<file path="config.mk">
export PLATFORM = sky130hd
export DESIGN_NAME = controller_datapath
export DESIGN_NICKNAME = d
export VERILOG_FILES = /design/src/rtl/controller_datapath.sv
export SDC_FILE = /design/constraint.sdc
export NUM_CORES = 1
export LEC_CHECK = 0
export CAP_MARGIN = 10
export CORE_ASPECT_RATIO = 2
export CORE_MARGIN = 4
export CORE_UTILIZATION = 52
export CTS_BUF_LIST = sky130_fd_sc_hd__clkbuf_16
export CTS_CLUSTER_SIZE = 28
export DETAILED_ROUTE_END_ITERATION = 10
export GPL_TIMING_DRIVEN = 0
export PLACE_DENSITY = 0.86
export SLEW_MARGIN = 40
export SYNTH_ARGS = -nofsm -noshare
export SYNTH_HDL_FRONTEND = slang
export SYNTH_SLANG_ARGS = --single-unit
</file>
<file path="constraint.sdc">
create_clock -name clock -period 4.5 [get_ports clock]
set_input_delay 0.9 -clock clock [delete_from_list [all_inputs] [get_ports clock]]
set_output_delay 0.9 -clock clock [all_outputs]
set_load 0.02 [all_outputs]
</file>
<file path="src/rtl/controller_datapath.sv">
// Function-code driven 8-bit working register with hold/increment/decrement/load,
// optional saturation, sticky overflow/underflow flags, change pulse and op counter.
module controller_datapath (
    input  logic        clock,
    input  logic        reset,
    input  logic        F1,
    input  logic        F0,
    input  logic [7:0]  D,
    input  logic        sat,
    input  logic        clr_flags,
    output logic [7:0]  Q,
    output logic        zero,
    output logic        ovf,
    output logic        unf,
    output logic        changed,
    output logic [15:0] op_count
);

    localparam logic [1:0] OP_HOLD = 2'b00;
    localparam logic [1:0] OP_INC  = 2'b01;
    localparam logic [1:0] OP_DEC  = 2'b10;
    localparam logic [1:0] OP_LOAD = 2'b11;

    logic [1:0] code;
    logic [7:0] next_q;
    logic       ovf_event;
    logic       unf_event;

    assign code = {F1, F0};
    assign zero = (Q == 8'h00);

    // At the range limits the register either wraps or sticks.
    // The flag event fires in both cases.
    always_comb begin
        next_q    = Q;
        ovf_event = 1'b0;
        unf_event = 1'b0;
        case (code)
            OP_INC: begin
                if (Q == 8'hFF) begin
                    ovf_event = 1'b1;
                    next_q    = sat ? 8'hFF : 8'h00;
                end else begin
                    next_q = Q + 8'd1;
                end
            end
            OP_DEC: begin
                if (Q == 8'h00) begin
                    unf_event = 1'b1;
                    next_q    = sat ? 8'h00 : 8'hFF;
                end else begin
                    next_q = Q - 8'd1;
                end
            end
            OP_LOAD: next_q = D;
            default: next_q = Q;
        endcase
    end

    // A new flag event takes priority over a simultaneous clear.
    always_ff @(posedge clock or posedge reset) begin
        if (reset) begin
            Q        <= 8'h00;
            ovf      <= 1'b0;
            unf      <= 1'b0;
            changed  <= 1'b0;
            op_count <= 16'h0000;
        end else begin
            Q       <= next_q;
            changed <= (next_q != Q);
            ovf     <= ovf_event | (ovf & ~clr_flags);
            unf     <= unf_event | (unf & ~clr_flags);
            if ((code != OP_HOLD) && (op_count != 16'hFFFF)) begin
                op_count <= op_count + 16'd1;
            end
        end
    end

endmodule
</file>
-- Word level (Yosys, flattened, before mapping)
Index checks and enable logic that the tools add are counted.
- memories kept: 0
- bits in writable memories: 0
- bits in read-only memories: 0
- output and inout port bits: 28
- bits in registers: 27
- latch bits: 0
- word-level logic and storage cells: 31
- div/mod/pow operators: 0
- bitwise operators: 5
- $add $sub $neg: 3
- multipliers: 0
- reductions and logical operators: 3
- magnitude comparators: 0
- eq/ne operators: 6
- mux-type cells: 9
- shifts and indexed selects: 0
- operators with widths (operator ; count):
    $mux W8 ; 4
    $pmux W8 S3 ; 1
    $add A16 B1 Y16 const B ; 1
    $ne A16 B16 Y1 const B ; 1
    $add A8 B1 Y8 const B ; 1
    $eq A8 B8 Y1 const B ; 1
    $logic_not A8 Y1 ; 1
    $ne A8 B8 Y1 ; 1
    $sub A8 B1 Y8 const B ; 1
    $eq A2 B2 Y1 const B ; 2
    $mux W1 ; 4
    $and A1 B1 Y1 ; 2
    $eq A2 B1 Y1 const B ; 1
    $or A1 B1 Y1 ; 2
    $reduce_bool A2 Y1 ; 1
    $logic_and A1 B1 Y1 ; 1
    $not A1 Y1 ; 1

-- Logic depth before layout (Yosys ltp)
Gate-level depths: netlist (run 1).
- depth after elaboration: 4
- gate-level depth with buffers: 11
- depth with buffers taken out: 10

-- Worst setup path after synthesis (run 1)
Ideal clock, no wire load.
- kind: input port to flip-flop
- from: input F1
- to: register changed
- arrival time: 2.450 ns
- library setup time: 0.138 ns
- buffers on the path: 2
- path slack: 1.912 ns
- stages: 8
- cells stage by stage: clkbuf_1 and2_1 clkbuf_1 a221oi_2 a21oi_1 or3_1 o41ai_2 nand4_1
- word-level cells in the longest chain between the ends: 3
- elaborated cells on any way between the ends: 5
- classes of those cells: eq/ne: 4; mux: 1
- ends and longest elaborated chain (element ; RTL line ; source):
    from (decl) ; 6 ; input logic F1,
    $eq A2 B2 Y1 or $eq A2 B1 Y1 (tied branches) ; 38 ; case (code)
    $pmux W8 S3 * ; 38 ;
    $ne A8 B8 Y1 * ; 70 ; changed <= (next_q != Q);
    to (signal assigned) ; 70 ;
    to (decl) ; 15 ; output logic changed,
Mark *: on every way between the ends. The rest lies on a longest branch, timed or not.
A chain may end at the register's enable or synchronous reset.

-- Final worst setup path (run 1)
- from: register Q[0]
- to: output zero
- word-level cells in the longest chain between the ends: 1
- ends and longest elaborated chain (element ; RTL line ; source):
    from (decl) ; 11 ; output logic [7:0] Q,
    from (signal assigned) ; 69 ; Q <= next_q;
    $logic_not A8 Y1 ; 30 ; assign zero = (Q == 8'h00);
    to (decl) ; 12 ; output logic zero,
No other way between the ends.

==> flow_metrics.env, run 1 <==
export IMPL_synth_ff_type="dfrtp_1"
export IMPL_areaGrowthSynthToFinish_pct=29.0
export IMPL_dr_total_vias=1860
export IMPL_netlist_top_cells_count="27 x dfrtp_1, 23 x a21oi_1, 22 x nor2_1, 16 x nand2_1, 12 x xor2_1"
export IMPL_yosysSeqAreaShare_pct=35.6
export IMPL_synth_area_leader_cell="dfrtp_1"
export IMPL_synth_edf_count=0
export IMPL_arrival_ns=2.57
export IMPL_fmax_mhz=288
export IMPL_grt_usage_pct=25.2
export IMPL_yosys_area_top_type_share_pct=35.6
export IMPL_postCtsSetupBuffers=0
export IMPL_avgSynthCellArea_um2=8.36
export IMPL_via_per_inst=5.81
export IMPL_yosys_warnings=0
export IMPL_drc=0
export IMPL_relSlewSlack_pct=62.1
export IMPL_post_cts_resized=0
export IMPL_utilization_pct=70.8
export IMPL_synth_xor_area_share_pct=8.77
export IMPL_syn_num_nets=245
export IMPL_drt_pass1_iterations=5
export IMPL_pre_cts_slack_ns=0.995
export IMPL_hold_class="flip-flop to flip-flop"
export IMPL_slew_violations=0
export IMPL_n_fill_cell=294
export IMPL_path_class="flip-flop to output pin"
export IMPL_worstMarginPinSlew_ns=0.567
export IMPL_power_leakage_uw=0.00102
export IMPL_htree_levels=1
export IMPL_fp_dieH_um=93.4
export IMPL_fin_nets=291
export IMPL_yosysUniqueCellTypes=50
export IMPL_end_kind="output pin"
export IMPL_seq_area_um2=676
export IMPL_synth_simple_area_share_pct=23.4
export IMPL_synthMuxAreaShare_pct=1.12
export IMPL_top_usage_layer="met2"
export IMPL_clock_sinks=27
export IMPL_synth_async_sr_flop_share_pct=100
export IMPL_clockBufferDepth=2
export IMPL_synthTopCellsByArea="dfrtp_1 36%, a21oi_1 6.1%, xor2_1 5.5%, nor2_1 4.4%, xnor2_1 3.2%"
export IMPL_ys_ff_latch=27
export IMPL_peakVddDrop_mv=0.383
export IMPL_port_buffers=41
export IMPL_clock_latency_ns=0.26
export IMPL_status="complete, no violations"
export IMPL_cts_tree="built"
export IMPL_wirelength_um=5420
export IMPL_synth_top_family_by_area="compound AO/OA/AOI/OAI gates"
export IMPL_synthAdderAreaFrac_pct=2.64
export IMPL_path_clk_slew_ns=0.06
export IMPL_ant_nets=0
export IMPL_hpwlAfterDp_um=4210
export IMPL_rsz0062_at_grt="no"
export IMPL_whs_ns=0.494
export IMPL_antenna_found_initial=0
export IMPL_critical_path_top_delay_family="buffers and inverters"
export IMPL_pin_count=42
export IMPL_synth_compound_area_share_pct=23.5
export IMPL_start_util_pct=54.9
export IMPL_skew_ns=0.00407
export IMPL_instances_no_fill=320
export IMPL_gp_congestion=1.01
export IMPL_place_inst=316
export IMPL_power_density_mw_per_mm2=394
export IMPL_slowest_delay_ns=0.62
export IMPL_placementRows=30
export IMPL_required_ns=3.60
export IMPL_n_antenna_cell=0
export IMPL_cp_cell_sequence="buf_2, inv_1, ha_1, nor3b_1, nand2_2, inv_2, clkdlybuf4s50_1"
export IMPL_setup_viol=0
export IMPL_cp_slowest_cell="clkdlybuf4s50_1"
export IMPL_drive_gt1_share_pct=6.25
export IMPL_finalHoldViolCount=0
export IMPL_cp_start_kind="flip-flop"
export IMPL_grt_pass1_wl_um=9070
export IMPL_numCtsBuffers=3
export IMPL_root_buffer="clkbuf_16"
export IMPL_cp_buffers_inverters=4
export IMPL_grt_pass1_vias=1946
export IMPL_synth_cells=227
export IMPL_worstPathMaxFanout=10
export IMPL_multi_input_area_mm2=0.00113
export IMPL_drv_cap=0
export IMPL_ctsHoldBuffers=0
export IMPL_min_period_ns=3.47
export IMPL_core_mm2=0.00345
export IMPL_die_w_um=50.7
export IMPL_tns_ns=0
export IMPL_die_area_mm2=0.00474
export IMPL_grt_overflow=0
export IMPL_use_met2_pct=46.3
export IMPL_globalRouteMet3Util_pct=3.35
export IMPL_drt_initial_drc_count=46
export IMPL_grt_start_max_net_pins=28
export IMPL_post_route_period_util_pct=77.1
export IMPL_wl_per_cell_um=16.9
export IMPL_setup_slack_ns=1.03
export IMPL_met1_usage_pct=25.2
export IMPL_yosysMostFrequentCell="dfrtp_1"
export IMPL_synth_area_mm2=0.00190
==> state kept, by name, summed over array words and instances (netlist names) <==
| register | flops |
|---|---|
| changed | 1 |
| op_count | 16 |
| unf | 1 |
| Q | 8 |
| ovf | 1 |
==> cell usage in the layout (no fill, tap or decap), types with 5 or more instances in the layout <==
master	synthesis	final
a31oi_1	5	5
xor2_1	12	12
nor2_1	22	22
nand3_1	11	11
clkbuf_1	10	10
a21oi_1	23	23
inv_1	11	11
clkdlybuf4s50_1	0	41
dfrtp_1	27	27
nand2_1	16	16
o21ai_0	9	9
nand4_1	5	5
xnor2_1	7	7
nor3_1	5	5
==> per-layer routing <==
metal / vias to the layer above / wire [µm]
met1: 872 / 2000
met4: 0 / 308
met3: 22 / 201
li1: 908 / -
met5: - / 0
met2: 58 / 2910
==> power breakdown <==
part           internal, µW  switching, µW
clock network           119           84.3
registers               288           61.6
logic                   186            223
==> worst register-to-register path, stage by stage (launching register included) <==
cell and delay, ns:
dfrtp_1 0.53, ha_1 0.31, nand4_2 0.27, o31a_4 0.47, a221oi_2 0.35, a21oi_1 0.10
or3_1 0.44, o41ai_2 0.23, nand4_1 0.13
==> metrics by stage <==
step | total power, µW | area, µm²
2_1_floorplan | 597 | 1900
3_3_place_gp | 756 | 2370
3_5_place_dp | 760 | 2370
4_1_cts | 965 | 2450
5_1_grt | 1020 | 2450
6_report | 963 | 2450
==> logic make-up (layout without fill, tap and decap cells) <==
logic type | Yosys count | in the layout
compound gates | 66 | 66
flops | 27 | 27
buf+inv | 24 | 69
mux | 2 | 2
simple gates | 85 | 85
fa+ha+maj | 4 | 4
xor+xnor | 19 | 19
==> layout make-up <==
cell class | count | share of cell area [%]
Multi-Input combinational cell | 176 | 46.1
Sequential cell | 27 | 27.6
Timing Repair Buffer | 41 | 16.8
Clock buffer | 3 | 3.07
Tap cell | 48 | 2.46
Buffer | 12 | 1.94
Inverter | 12 | 1.84
Clock inverter | 1 | 0.153
==> worst paths after layout <==
path	from	end	slack [ns]	depth (start not counted)
setup reg to reg	Q[1]	changed	1.54	8
hold reg to reg	op_count[3]	op_count[3]	0.49	1
setup / recovery	Q[0]	zero	1.03	7
max in group asynchronous	reset	Q[5]	3.11	2
hold / removal	op_count[3]	op_count[3]	0.49	1
min in group asynchronous	reset	Q[6]	1.01	2
Note: power is estimated with default switching activity, not from simulation.
==> run 2: changes to the inputs <==
Settings changed: CORE_UTILIZATION 52 to 46, PLACE_DENSITY 0.86 to 0.81.
Clock period 4.5 ns to 2.85 ns, I/O delays scaled along.
==> run 2 against run 1 <==
Flip-flop and latch count unchanged. Sequential power increased by 60%. Via count up 3.8%. Register-to-register slack lost 1.4 ns. Combinational power grew 64%. Critical path depth rose by 1. Cell area up 2.6%. Core utilization decreased by 6.9 points. Setup slack worse by 0.91 ns. Final cell count is 0.94% higher. Largest power group unchanged.
==> flow_metrics.env, run 2 (synthesis results as in run 1) <==
export IMPL_whs_ns=0.504
export IMPL_status="complete, no violations"
export IMPL_grt_overflow=0
export IMPL_pin_count=42
export IMPL_clock_sinks=27
export IMPL_htree_levels=1
export IMPL_final_common_cell="clkdlybuf4s50_1"
export IMPL_setup_viol=0
export IMPL_antenna_found_initial=0
export IMPL_placementRows=32
export IMPL_fmax_mhz=367
export IMPL_setup_slack_ns=0.123
export IMPL_root_buffer="clkbuf_16"
export IMPL_gp_congestion=0.985
export IMPL_power_total_uw=1550
export IMPL_reg2reg_slack_ns=0.12
export IMPL_required_ns=2.99
export IMPL_relSlewSlack_pct=61.9
export IMPL_grt_pass1_vias=2030
export IMPL_die_area_mm2=0.00528
export IMPL_grt_usage_pct=23.6
export IMPL_pre_cts_slack_ns=-0.339
export IMPL_instances_no_fill=323
export IMPL_reg2regPathDepth=8
export IMPL_drive_gt1_share_pct=9.56
export IMPL_peakVddDrop_mv=0.445
export IMPL_dr_total_vias=1930
export IMPL_hold_path_cell_count=1
export IMPL_tns_ns=0
export IMPL_n_fill_cell=384
export IMPL_drv_cap=0
export IMPL_cts_tree="built"
export IMPL_wl_met2_um=2940
export IMPL_place_inst=319
export IMPL_wl_met1_um=1990
export IMPL_via_per_inst=5.98
export IMPL_hold_class="flip-flop to flip-flop"
export IMPL_drt_pass1_iterations=4
export IMPL_power_density_mw_per_mm2=618
export IMPL_fin_nets=291
export IMPL_n_antenna_cell=0
export IMPL_numCtsBuffers=3
export IMPL_clock_latency_ns=0.26
export IMPL_finalHoldViolCount=0
export IMPL_drt_initial_drc_count=53
export IMPL_top_register="op_count"
export IMPL_min_period_ns=2.73
export IMPL_wl_per_cell_um=17.5
export IMPL_path_class="flip-flop to flip-flop"
export IMPL_cp_start_kind="flip-flop"
export IMPL_post_route_period_util_pct=95.7
export IMPL_top_layer_used="met4"
export IMPL_slew_violations=0
export IMPL_largest_reg_flops=16
export IMPL_drc=0
export IMPL_end_kind="flip-flop"
export IMPL_core_mm2=0.00392
export IMPL_ant_nets=0
export IMPL_grt_start_max_net_pins=28
export IMPL_skew_ns=0.00583
export IMPL_fp_dieH_um=98.8
export IMPL_worstPathMaxFanout=9
export IMPL_top_regs="op_count x16, Q x8"
export IMPL_start_util_pct=48.3
export IMPL_layout_common_cells="39 x clkdlybuf4s50_1, 26 x dfrtp_1, 22 x nor2_1, 22 x a21oi_1, 16 x nand2_1"
export IMPL_wirelength_um=5640
export IMPL_wl_met3_um=300
export IMPL_path_clk_slew_ns=0.07
export IMPL_hpwlAfterDp_um=4320
export IMPL_arrival_ns=2.86
export IMPL_port_buffers=41
export IMPL_clockBufferDepth=2
export IMPL_grt_pass1_wl_um=9320
export IMPL_power_leakage_uw=0.00105
export IMPL_die_w_um=53.4
export IMPL_areaGrowthSynthToFinish_pct=32.3
export IMPL_worstMarginPinSlew_ns=0.570
==> run 2: worst max-delay path, cell delays in order, from the launching register on <==
cell and delay [ns]:
dfrtp_2 0.45, ha_2 0.26, nand4_2 0.24, o31a_4 0.43, a221oi_4 0.29, a21oi_1 0.12, or3_1 0.43, o41ai_2 0.24
nand4_1 0.14
==> run 2: timing repair <==
action | 4_1_cts | 5_1_grt
hold endpoints to repair | 0 | 0
gates resized for setup | 5 | 9
hold buffers | 0 | 0
buffers inserted | 0 | 2
pin swaps | 0 | 1
setup endpoints to repair | 5 | 13
==> run 2: layout make-up <==
cell class | count | area, µm² | share of cell area, %
multi-input combinational | 176 | 1170 | 46.8
sequential | 27 | 677 | 27.0
timing repair buffer | 43 | 427 | 17.0
clock buffer | 3 | 75.1 | 2.99
tap | 51 | 63.8 | 2.54
inverter | 12 | 45.0 | 1.80
buffer | 10 | 42.5 | 1.70
clock inverter | 1 | 3.75 | 0.150
==> run 2: worst paths after layout <==
check | to | start
min in group asynchronous | Q[0] | reset
hold / removal | op_count[3] | op_count[3]
setup reg to reg | changed | Q[1]
setup / recovery | changed | Q[1]
hold reg to reg | op_count[3] | op_count[3]
max in group asynchronous | Q[1] | reset
==> run 2: power breakdown <==
group / switching (µW) / total [µW] / internal, µW
combinational: 364 / 671 / 308
sequential: 104 / 559 / 455
clock: 133 / 321 / 188
total: 600 / 1550 / 951
==> run 2: stage by stage <==
step | area [µm²] | utilization (%)
floorplan | 1900 | -
global placement | 2370 | 60.4
detailed placement | 2370 | 60.4
CTS | 2460 | 62.8
global route | 2510 | 63.9
finish | 2510 | 63.9
==> run 2: metal layers <==
layer  GRT usage [%]  vias up
met5               0        -
met4            17.1        0
met3            4.08       27
met2            39.8       87
met1            24.7      906
li1                -      910
